### src/rtl/hram_arb_pkg.sv
// Shared definitions for the two-port hram arbiter: FSM state encoding,
// port identifiers and the data word returned on a watchdog abort.
package hram_arb_pkg;

  typedef enum logic [1:0] {
    ST_IDLE    = 2'd0,
    ST_BUSY    = 2'd1,
    ST_RELEASE = 2'd2
  } state_t;

  localparam logic PORT_CPU = 1'b0;
  localparam logic PORT_DMA = 1'b1;

  localparam logic [31:0] HRAM_ARB_ABORT_DATA = 32'hDEAD_BEEF;

endpackage

### src/rtl/hram_arb_rr.sv
// Combinational 2-way round-robin pick. With both ports requesting, the
// port that did not win last time gets the grant; otherwise the lone
// requester wins. With no request the result is don't-care (port 0).
module hram_arb_rr
  import hram_arb_pkg::*;
(
  input  logic [1:0] req,
  input  logic       last,
  output logic       grant
);

  // Pick the next owner from the current requests and the previous winner.
  always_comb begin
    grant = PORT_CPU;
    if (req == 2'b11) begin
      grant = ~last;
    end else if (req[1]) begin
      grant = PORT_DMA;
    end
  end

endmodule

### src/rtl/hram_arbiter.sv
// Two-port round-robin arbiter in front of a single hram controller.
// Port 0 is the CPU, port 1 is video/DMA. One owner holds the downstream
// bus per transaction; ready/rdata are routed only to that owner and one
// idle release cycle separates consecutive transactions.
// Optional build macro HRAM_ARB_TIMEOUT_EN adds a BUSY watchdog that
// aborts the transaction with HRAM_ARB_ABORT_DATA and sets a sticky
// timeout flag.
module hram_arbiter
  import hram_arb_pkg::*;
#(
  parameter int TIMEOUT_CYCLES = 1024,
  parameter int TO_W           = 11
) (
  input  logic        clk,
  input  logic        rst,
  input  logic        m0_valid,
  input  logic [31:0] m0_addr,
  input  logic [31:0] m0_wdata,
  input  logic [3:0]  m0_wstrb,
  output logic [31:0] m0_rdata,
  output logic        m0_ready,
  input  logic        m1_valid,
  input  logic [31:0] m1_addr,
  input  logic [31:0] m1_wdata,
  input  logic [3:0]  m1_wstrb,
  output logic [31:0] m1_rdata,
  output logic        m1_ready,
  output logic        s_valid,
  output logic [31:0] s_addr,
  output logic [31:0] s_wdata,
  output logic [3:0]  s_wstrb,
  input  logic [31:0] s_rdata,
  input  logic        s_ready,
  output logic        timeout
);

  state_t      state, state_nxt;
  logic        owner, owner_nxt;
  logic        last, last_nxt;
  logic        grant;
  logic        abort;
  logic [31:0] done_data;

  hram_arb_rr u_rr (
    .req   ({m1_valid, m0_valid}),
    .last  (last),
    .grant (grant)
  );

  // A real completion always beats a watchdog abort on the same cycle.
  assign done_data = s_ready ? s_rdata : HRAM_ARB_ABORT_DATA;

`ifdef HRAM_ARB_TIMEOUT_EN
  logic [TO_W-1:0] tcnt;
  logic            timeout_q;

  assign abort = (state == ST_BUSY) && !s_ready &&
                 (tcnt == TO_W'(TIMEOUT_CYCLES - 1));

  // Watchdog: count BUSY cycles without ready; held at zero outside BUSY so
  // every transaction starts from a clean count.
  always_ff @(posedge clk) begin
    if (rst) begin
      tcnt      <= '0;
      timeout_q <= 1'b0;
    end else begin
      if (state != ST_BUSY) begin
        tcnt <= '0;
      end else if (!s_ready) begin
        tcnt <= tcnt + 1'b1;
      end
      if (abort) begin
        timeout_q <= 1'b1;
      end
    end
  end
`else
  logic unused_cfg;
  logic timeout_q;

  assign abort      = 1'b0;
  assign timeout_q  = 1'b0;
  assign unused_cfg = ^{TIMEOUT_CYCLES[0], TO_W[0]};
`endif

  // State register; last starts at port 1 so port 0 wins the first contention.
  // NOTE: clocked state uses non-blocking assignments so every register
  // samples the pre-edge values regardless of statement order.
  always_ff @(posedge clk) begin
    if (rst) begin
      state <= ST_IDLE;
      owner <= PORT_CPU;
      last  <= PORT_DMA;
    end else begin
      state <= state_nxt;
      owner <= owner_nxt;
      last  <= last_nxt;
    end
  end

  // Next-state logic and the combinational bus/response routing.
  // NOTE: every output gets a default first so no path leaves one
  // unassigned, which would otherwise infer a latch.
  always_comb begin
    state_nxt = state;
    owner_nxt = owner;
    last_nxt  = last;
    s_valid   = 1'b0;
    s_addr    = '0;
    s_wdata   = '0;
    s_wstrb   = '0;
    m0_ready  = 1'b0;
    m1_ready  = 1'b0;
    m0_rdata  = '0;
    m1_rdata  = '0;
    timeout   = timeout_q;

    unique case (state)
      ST_IDLE: begin
        if (m0_valid || m1_valid) begin
          owner_nxt = grant;
          last_nxt  = grant;
          state_nxt = ST_BUSY;
        end
      end
      ST_BUSY: begin
        s_valid = 1'b1;
        if (owner == PORT_DMA) begin
          s_addr  = m1_addr;
          s_wdata = m1_wdata;
          s_wstrb = m1_wstrb;
        end else begin
          s_addr  = m0_addr;
          s_wdata = m0_wdata;
          s_wstrb = m0_wstrb;
        end
        if (s_ready || abort) begin
          if (owner == PORT_DMA) begin
            m1_ready = 1'b1;
            m1_rdata = done_data;
          end else begin
            m0_ready = 1'b1;
            m0_rdata = done_data;
          end
          state_nxt = ST_RELEASE;
        end
      end
      ST_RELEASE: begin
        state_nxt = ST_IDLE;
      end
      default: begin
        state_nxt = ST_IDLE;
      end
    endcase

    // While reset is asserted nothing is granted or completed, even if the
    // registers still hold a BUSY state from before the reset.
    if (rst) begin
      s_valid  = 1'b0;
      s_addr   = '0;
      s_wdata  = '0;
      s_wstrb  = '0;
      m0_ready = 1'b0;
      m1_ready = 1'b0;
      m0_rdata = '0;
      m1_rdata = '0;
      timeout  = 1'b0;
    end
  end

endmodule

### config.mk
export PLATFORM = sky130hd
export DESIGN_NAME = hram_arbiter
export DESIGN_NICKNAME = d
export VERILOG_FILES = /design/src/rtl/hram_arb_pkg.sv /design/src/rtl/hram_arb_rr.sv /design/src/rtl/hram_arbiter.sv
export SDC_FILE = /design/constraint.sdc
export NUM_CORES = 1
export LEC_CHECK = 0
export ABC_AREA = 1
export CORE_AREA = 5 5 116 118
export CTS_CLUSTER_SIZE = 12
export DETAILED_ROUTE_END_ITERATION = 8
export DIE_AREA = 0 0 121 123
export GPL_ROUTABILITY_DRIVEN = 0
export MAX_ROUTING_LAYER = met4
export PLACE_DENSITY = 0.64
export SYNTH_ARGS = -nofsm -noshare
export SYNTH_HDL_FRONTEND = slang
export SYNTH_SLANG_ARGS = --single-unit
### constraint.sdc
create_clock -name clk -period 1.49 [get_ports clk]
set_clock_uncertainty 0.1 [all_clocks]
set_input_delay 0.298 -clock clk [delete_from_list [all_inputs] [get_ports clk]]
set_output_delay 0.298 -clock clk [all_outputs]
set_load 0.02 [all_outputs]
==> flow_metrics.py <==
metrics = {
    "sta": {
        "final-setup-viol-count": 135,
        "grt_setup_unrepaired": "true",
        "finalCritPeriodShare": 1.32,
        "fin_ws_ns": -0.479,
        "slew_viol_final": 0,
        "min_period_ns": 1.97,
        "fin_setup_tns_ns": -50.05,
        "max_freq_ghz": 0.508,
        "hold_viol_final": 0,
    },
    "clock_network": {
        "cts_tree": "built",
        "cts_root_buf": "clkbuf_16",
        "clock_latency_ns": 0.23,
        "htree_levels": 1,
        "cts_buffer_depth": 2,
        "clock_sinks": 4,
        "cts_buffers": 3,
        "hold_buffers": 0,
        "clkTransAtPathRegs_ns": 0.03,
    },
    "placed_design": {
        "dp.cells": 826,
        "placed_cell_area_um2": 5840,
        "portBuffers": 307,
        "place_hpwl_mm": 10.3,
    },
    "drt": {
        "viasPerCell": 4.15,
        "firstDrtPassIters": 4,
        "drt_iter0_markers": 69,
        "wl_per_cell_um": 16.5,
        "vias": 3570,
        "drt_wl_total_mm": 14.2,
        "ant_nets": 0,
        "drc_errors": 0,
    },
    "floorplan": {
        "io_pins": 309,
        "die_area_um2": 14900,
        "fp.dieH_um": 123,
        "num_rows": 41,
        "coreArea_um2": 12400,
        "fp.dieW_um": 121,
        "start_util": 0.127,
    },
    "cells_and_area": {
        "fin_nets": 863,
        "layout-drive-gt1-share": 0.484,
        "fin_area_um2": 7010,
        "syn2layout_area_growth_pct": 345,
        "fin_cells": 861,
    },
    "synthesis": {
        "yosys.cell_types.count": 15,
        "synthCells": 359,
        "postSynthAreaPerCell_um2": 4.38,
        "mappedNetlistArea_um2": 1570,
        "syn_nets": 532,
        "yosysWarnings": 0,
        "ys_ff_latch": 4,
        "synth_seq_area_share": 0.0509,
    },
    "grt": {
        "grt_max_degree": 54,
        "grt_use_total": 0.169,
        "antenna_found_initial": 0,
        "grt_pass1_wl_mm": 19.3,
        "first_global_vias": 3760,
        "globalRouteOverflowTotal": 0,
    },
    "critical_path": {
        "cpMostUsedCell": "buf_4",
        "crit_type": "reg -> out",
        "path_buf_inv": 4,
        "worstPathRequired_ns": 1.09,
        "r2r_start": "state[0]",
        "slowest_delay_ns": 0.35,
        "critPathArrivalTime_ns": 1.57,
        "start_kind": "flop",
        "crit_family": "buffers and inverters",
        "critPathMaxFanout": 5,
        "crit_chain": "nor3_4 -> buf_6 -> nand3_4 -> buf_4 -> buf_16 -> nor2_4 -> buf_4",
        "end_kind": "output port",
        "cp_slowest_cell": "dfxtp_4",
        "crit_start": "state[1]",
    },
    "power_and_ir_drop": {
        "peakVddDrop_mv": 0.202,
        "power_density_nw_per_um2": 347,
        "power.total_w": 0.00243,
        "p_leak_nw": 2.86,
    },
    "status": {
        "violations": "setup timing",
        "status": "finished, violations left",
    },
    "hold_path": {
        "hp-class": "in -> reg",
        "worstHoldStart": "rst",
    },
    "job": {
        "maxCapViolations": 0,
    },
}
## final timing paths
| path | slack, ns | depth (start not counted) | to |
|---|---|---|---|
| setup / recovery | -0.48 | 7 | m0_rdata[20] |
| hold / removal | 0.30 | 3 | state[0] |
| setup reg to reg | 0.06 | 8 | state[1] |
| hold reg to reg | 0.36 | 2 | last |
## metal layers
metal,wire [um],track usage
met5,0,-
met4,191,0.0404
met3,881,0.0265
met2,7780,0.322
met1,5330,0.183
## logic make-up (layout without fill, tap and decap cells)
kind of cell | after synthesis | after routing | share of synthesized area
AOI/OAI and AO/OA | 70 | 70 | 0.223
and+or+nand+nor | 215 | 215 | 0.530
other | 1 | 2 | 0.00238
buffers and inverters | 69 | 398 | 0.194
DFF | 4 | 4 | 0.0509
## synthesized netlist by cell type
| cell type | number | share of area |
|---|---|---|
| clkbuf_1 | 6 | 0.014 |
| nor2_1 | 67 | 0.16 |
| inv_2 | 1 | 0.0024 |
| buf_4 | 6 | 0.029 |
| nand3_1 | 2 | 0.0064 |
| buf_6 | 1 | 0.0072 |
| conb_1 | 1 | 0.0024 |
| dfxtp_1 | 4 | 0.051 |
| nor3_4 | 1 | 0.010 |
| inv_1 | 39 | 0.093 |
| buf_1 | 3 | 0.0072 |
| nand2_1 | 143 | 0.34 |
| buf_2 | 13 | 0.041 |
| a21oi_1 | 70 | 0.22 |
| nand3_2 | 2 | 0.013 |
## layout make-up
cell class                      count  area [um^2]
Antenna cell                        1         2.50
Fill cell                        1095         5360
Tap cell                          172          215
Timing Repair Buffer              355         4070
Inverter                           40          160
Clock buffer                        3         75.1
Multi-Input combinational cell    286         2390
Sequential cell                     4         88.8
## placed cells by master, fill, tap and decap left out, types with 2 or more instances in the layout
cell / netlist / layout
a21oi_4: 0 / 58
inv_4: 0 / 2
clkbuf_16: 0 / 10
buf_6: 1 / 130
nor2_4: 0 / 65
inv_2: 1 / 2
nand3_4: 0 / 2
buf_16: 0 / 7
buf_4: 6 / 21
buf_12: 0 / 16
dfxtp_4: 0 / 2
clkdlybuf4s50_1: 0 / 170
nand3_1: 2 / 2
inv_1: 39 / 35
nand2_1: 143 / 142
a21oi_1: 70 / 2
a21oi_2: 0 / 10
## tightest hold or removal path, stage by stage
cell	delay, ns
clkbuf_2	0.12
buf_4	0.13
a21oi_1	0.04
## per-stage QoR
stage,hold slack [ns],setup slack [ns],util
global placement,0.341,-1.08,0.472
CTS,0.372,-0.499,0.503
global route,0.311,-0.560,0.567
finish,0.295,-0.479,0.567
detailed placement,0.363,-1.09,0.472
floorplan,0.267,-0.112,-
## flip-flops by register name, summed over array words and instances (netlist names)
name and count:
last 1, owner 1, state 2
## where the power goes
group	total, W	switching (W)	leakage, nW	internal (W)
Sequential	0.000130	0.0000134	0.0347	0.000117
Clock	0.000426	0.0000825	0.0370	0.000343
Combinational	0.00187	0.000881	2.79	0.000992
## repair_timing
action                                 CTS  global route
setup endpoints to repair              135           135
pin swaps                                3             8
endpoints found under the hold margin    0             0
cloned                                  11             7
buffers inserted                        10            11
resized for setup                      716           184
(Power assumes the default switching activity.)
